==> src/rtl/serial_add_sub.sv <==
// Bit-serial ripple adder/subtractor: one full-adder slice reused over WIDTH cycles,
// LSB first, with start/busy/done handshake and signed-overflow detection.
module serial_add_sub #(
    parameter int WIDTH = 8
) (
    input  logic             clk,
    input  logic             rst,
    input  logic             start,
    input  logic             sub,
    input  logic [WIDTH-1:0] a,
    input  logic [WIDTH-1:0] b,
    output logic             busy,
    output logic             done,
    output logic [WIDTH-1:0] sum,
    output logic             cout,
    output logic             ovf
);

    localparam int CW = (WIDTH > 1) ? $clog2(WIDTH) : 1;
    localparam logic [CW-1:0] LAST = CW'(WIDTH - 1);

    typedef enum logic [1:0] {IDLE, SHIFT, DONE} state_t;

    state_t           state, state_nxt;
    logic [WIDTH-1:0] a_sr, b_sr, sum_shift;
    logic             carry;
    logic [CW-1:0]    count;
    logic             bit_s, bit_c, last, accept;

    always_comb begin
        bit_s     = a_sr[0] ^ b_sr[0] ^ carry;
        bit_c     = (a_sr[0] & b_sr[0]) | (a_sr[0] & carry) | (b_sr[0] & carry);
        sum_shift = sum >> 1;
        sum_shift[WIDTH-1] = bit_s;
        last      = (count == LAST);
        accept    = start && (state == IDLE || state == DONE);
    end

    always_ff @(posedge clk) begin
        if (rst) state <= IDLE;
        else     state <= state_nxt;
    end

    always_comb begin
        state_nxt = state;
        case (state)
            IDLE:    if (start) state_nxt = SHIFT;
            SHIFT:   if (last)  state_nxt = DONE;
            DONE:    state_nxt = start ? SHIFT : IDLE;
            default: state_nxt = IDLE;
        endcase
    end

    always_comb begin
        busy = (state == SHIFT);
        done = (state == DONE);
    end

    // Subtract is a + ~b + 1: the +1 enters as the initial carry.
    always_ff @(posedge clk) begin
        if (rst) begin
            a_sr  <= '0;
            b_sr  <= '0;
            carry <= 1'b0;
            count <= '0;
            sum   <= '0;
            cout  <= 1'b0;
            ovf   <= 1'b0;
        end else if (accept) begin
            a_sr  <= a;
            b_sr  <= sub ? ~b : b;
            carry <= sub;
            count <= '0;
            sum   <= '0;
            cout  <= 1'b0;
            ovf   <= 1'b0;
        end else if (state == SHIFT) begin
            sum   <= sum_shift;
            a_sr  <= a_sr >> 1;
            b_sr  <= b_sr >> 1;
            carry <= bit_c;
            count <= count + CW'(1);
            if (last) begin
                cout <= bit_c;
                ovf  <= carry ^ bit_c;
            end
        end
    end

endmodule
==> config.mk <==
export PLATFORM = sky130hd
export DESIGN_NAME = serial_add_sub
export DESIGN_NICKNAME = d
export VERILOG_FILES = /design/src/rtl/serial_add_sub.sv
export SDC_FILE = /design/constraint.sdc
export NUM_CORES = 1
export LEC_CHECK = 0
export CORE_UTILIZATION = 40
export CTS_CLUSTER_SIZE = 10
export DETAILED_ROUTE_END_ITERATION = 8
export PLACE_DENSITY_LB_ADDON = 0.12
export SYNTH_ARGS = -nofsm -noshare
export SYNTH_HDL_FRONTEND = slang
export SYNTH_SLANG_ARGS = --single-unit
==> constraint.sdc <==
create_clock -name clk -period 2.3 [get_ports clk]
set_input_delay 0.345 -clock clk [delete_from_list [all_inputs] [get_ports clk]]
set_output_delay 0.345 -clock clk [all_outputs]
set_load 0.005 [all_outputs]
==> impl_results.md <==
* Die area at roughly 0.0037 mm^2
* Fin nets at 209
* Ys flop type: dfxtp_1
* Post-synthesis cell area at between 0.001 and 0.0015 mm^2
* CTS max path bufs at 2
* Crit path arrival time at approximately 1.6 ns
* Post-layout instance area at 0.001750 mm^2
* CTS Hold Bufs at 0
* Final min period at between 1.5 and 2 ns
* Syn-to-layout area delta at 27.07%
* Vias at 1,156
* Outcome: finished, final reports clean
* Die Y at 60.69 um
* EDFF count, synth at 0
* Fin crit share at 84.64%
* Gr ovfl total at 0
* Worst-Margin Slew at between 0.4 and 0.5 ns
* Final hold violation count at 0
* Synth top area cells: dfxtp_1 (47%), a21oi_1 (7.6%), nand2_1 (6.5%)
* Worst path slowest cell: clkdlybuf4s50_1
* Max VDD drop at roughly 0.3 mV
* Post-route ant nets at 0
* Initial DRT Pass Iterations at 4
* Wire per inst at 12.07 um
* Post-DP HPWL at approximately 1.9 mm
* Routability Congestion at just over 0.7
* Worst Path Required at 1.96 ns
* Place WS at between 0.6 and 0.7 ns
* Ant diodes at 0
* Yosys reg bits at 32
* Synthesized instance count at between 150 and 200
* Pwr dens at ~630 mW/mm^2
* H-Tree Depth at 2
* Post-synth top area cell: dfxtp_1
* Kind of critical path: reg -> out
* Asr flop ratio synth at 0%
* DR iter-0 viols at 64
* Port bufs at 31
* GRT Overall Usage at 16.96%
* Synth top area share at approximately 47%
* Slew Limit Fails at 0
* CP max stage delay at about 0.55 ns
* Post-CTS setup buffer count at 0
* Worst skew pair latency at about 0.32 ns
* Vias in the first global route at between 1,000 and 1,500
* Layout cell share with drive strength beyond 1 at approximately 7.5%
* Synth warn at 0
* Rows at 20
* Most frequent cell after synthesis: dfxtp_1
* Worst rel slew slack at approximately 67%
* Syn nets at 180
* Worst path cell trace: nand2b_1, clkinv_4, clkdlybuf4s50_1
* Sequential area share after synthesis at a little under half
* Worst-path clk slew at about 0.090 ns
* Fmax at slightly above 500 MHz
* Initial antenna violation count at 0
* Die Wd at slightly above 60 um
* Distinct cells, synth at 26
* Min setup slack post-route at 0.3533 ns
* First-pass GRT wire length at between 4 and 5 mm
* RSZ-0062 raised after global routing: false
* Final WL at between 2 and 3 mm
* Inserted Clock Buffers at 5
* Final Skew at 0.005726 ns
* Starting density of the core at around 44%
* CP Capture Type: output pin
* Area after DPL at 0.001692 mm^2
* Final Util at 55.52%
* Via density at about 5
* Critical path fanouts, max at 30
* Post-synth top cells: dfxtp_1 (32), nand2_1 (24), a21oi_1 (21)
* DRC at 0
* Ports at 32
* Syn_area_per_cell at ~8.8 um^2
* Pin count of the biggest net entering global routing at 31
* Hold Path Class: reg -> reg
* CTS tree: yes
* Clock sink total at 32
* Max cap viols at 0
* Setup Viol. Count Final at 0
* Leak pwr at 0.6281 nW
* CTS resizes at 0
* Core Box Area at 0.003153 mm^2
* Setup TNS at 0 ns
* Root buf cell: clkbuf_4
* Worst Setup Start Kind: flop
==> state kept, by name, summed over array words and instances, names as in the netlist <==
signal,count
a_sr,8
b_sr,8
sum,8
count,3
state,2
carry,1
cout,1
ovf,1
==> final cells by class <==
| class | count | area [um^2] |
|---|---|---|
| Fill cell | 317 | 1403 |
| Tap cell | 44 | 55.05 |
| Sequential cell | 32 | 640.6 |
| Timing Repair Buffer | 36 | 347.8 |
| Inverter | 1 | 8.758 |
| Multi-Input combinational cell | 110 | 639.4 |
| Clock buffer | 8 | 58.81 |
==> worst paths after layout <==
| path | endpoint | cells after the start | start | slack, ns |
|---|---|---|---|---|
| worst max-delay path | busy | 3 | state[1] | 0.35 |
| worst min-delay path | sum[0] | 2 | sum[0] | 0.46 |
| worst max register to register | a_sr[6] | 4 | state[1] | 1.01 |
| worst min register to register | sum[0] | 2 | sum[0] | 0.46 |
==> power by group <==
part           switching, W  internal [W]
sequential        0.0000180      0.000584
combinational     0.0000914     0.0000858
clock              0.000179      0.000151
==> stage by stage <==
step / hold slack, ns / cells / total power, W
6_report: 0.4636 / 231 / 0.001109
5_1_grt: 0.4911 / 231 / 0.001169
4_1_cts: 0.4677 / 231 / 0.001120
3_5_place_dp: 0.4547 / 223 / 0.0007928
3_3_place_gp: 0.4440 / 223 / 0.0007875
2_1_floorplan: 0.4400 / 157 / 0.0007363
==> cells in the final DEF (no fill, tap or decap), drive strengths merged <==
master and n:
a21oi 21, a22oi 8, a311oi 1, and2b 1
buf 5, clkbuf 8, clkdlybuf4s50 31, clkinv 1
dfxtp 32, fa 1, ha 2, mux2i 1
nand2 25, nand2b 3, nand3 11, nand3b 1
nor2 4, nor2b 1, nor3 13, o21a 1
o22ai 6, xnor2 1, xor2 9
==> critical path, delay by kind of cell (launching register included) <==
| family | cells | cell delay, ns |
|---|---|---|
| buffers and inverters | 2 | 0.75 |
| and+or+nand+nor | 1 | 0.19 |
| DFF | 1 | 0.33 |
==> routing by layer <==
metal	vias to the layer above	track usage, %	wire length [um]
li1	598	-	-
met1	523	20.61	1303
met2	28	27.63	1289
met3	7	4.478	137
met4	0	8.766	58
met5	-	0	0
==> logic make-up (layout without fill, tap and decap cells) <==
| family | count (synthesis) | in the layout | share of synthesized area [%] |
|---|---|---|---|
| buffers and inverters | 15 | 45 | 7.083 |
| and+or+nand+nor | 59 | 59 | 19.71 |
| AOI/OAI and AO/OA | 37 | 37 | 16.35 |
| xor gates and xnor gates | 10 | 10 | 6.358 |
| muxes | 1 | 1 | 0.7266 |
| adders and majority gates | 3 | 3 | 3.270 |
| DFF | 32 | 32 | 46.50 |
(Power assumes the default switching activity.)
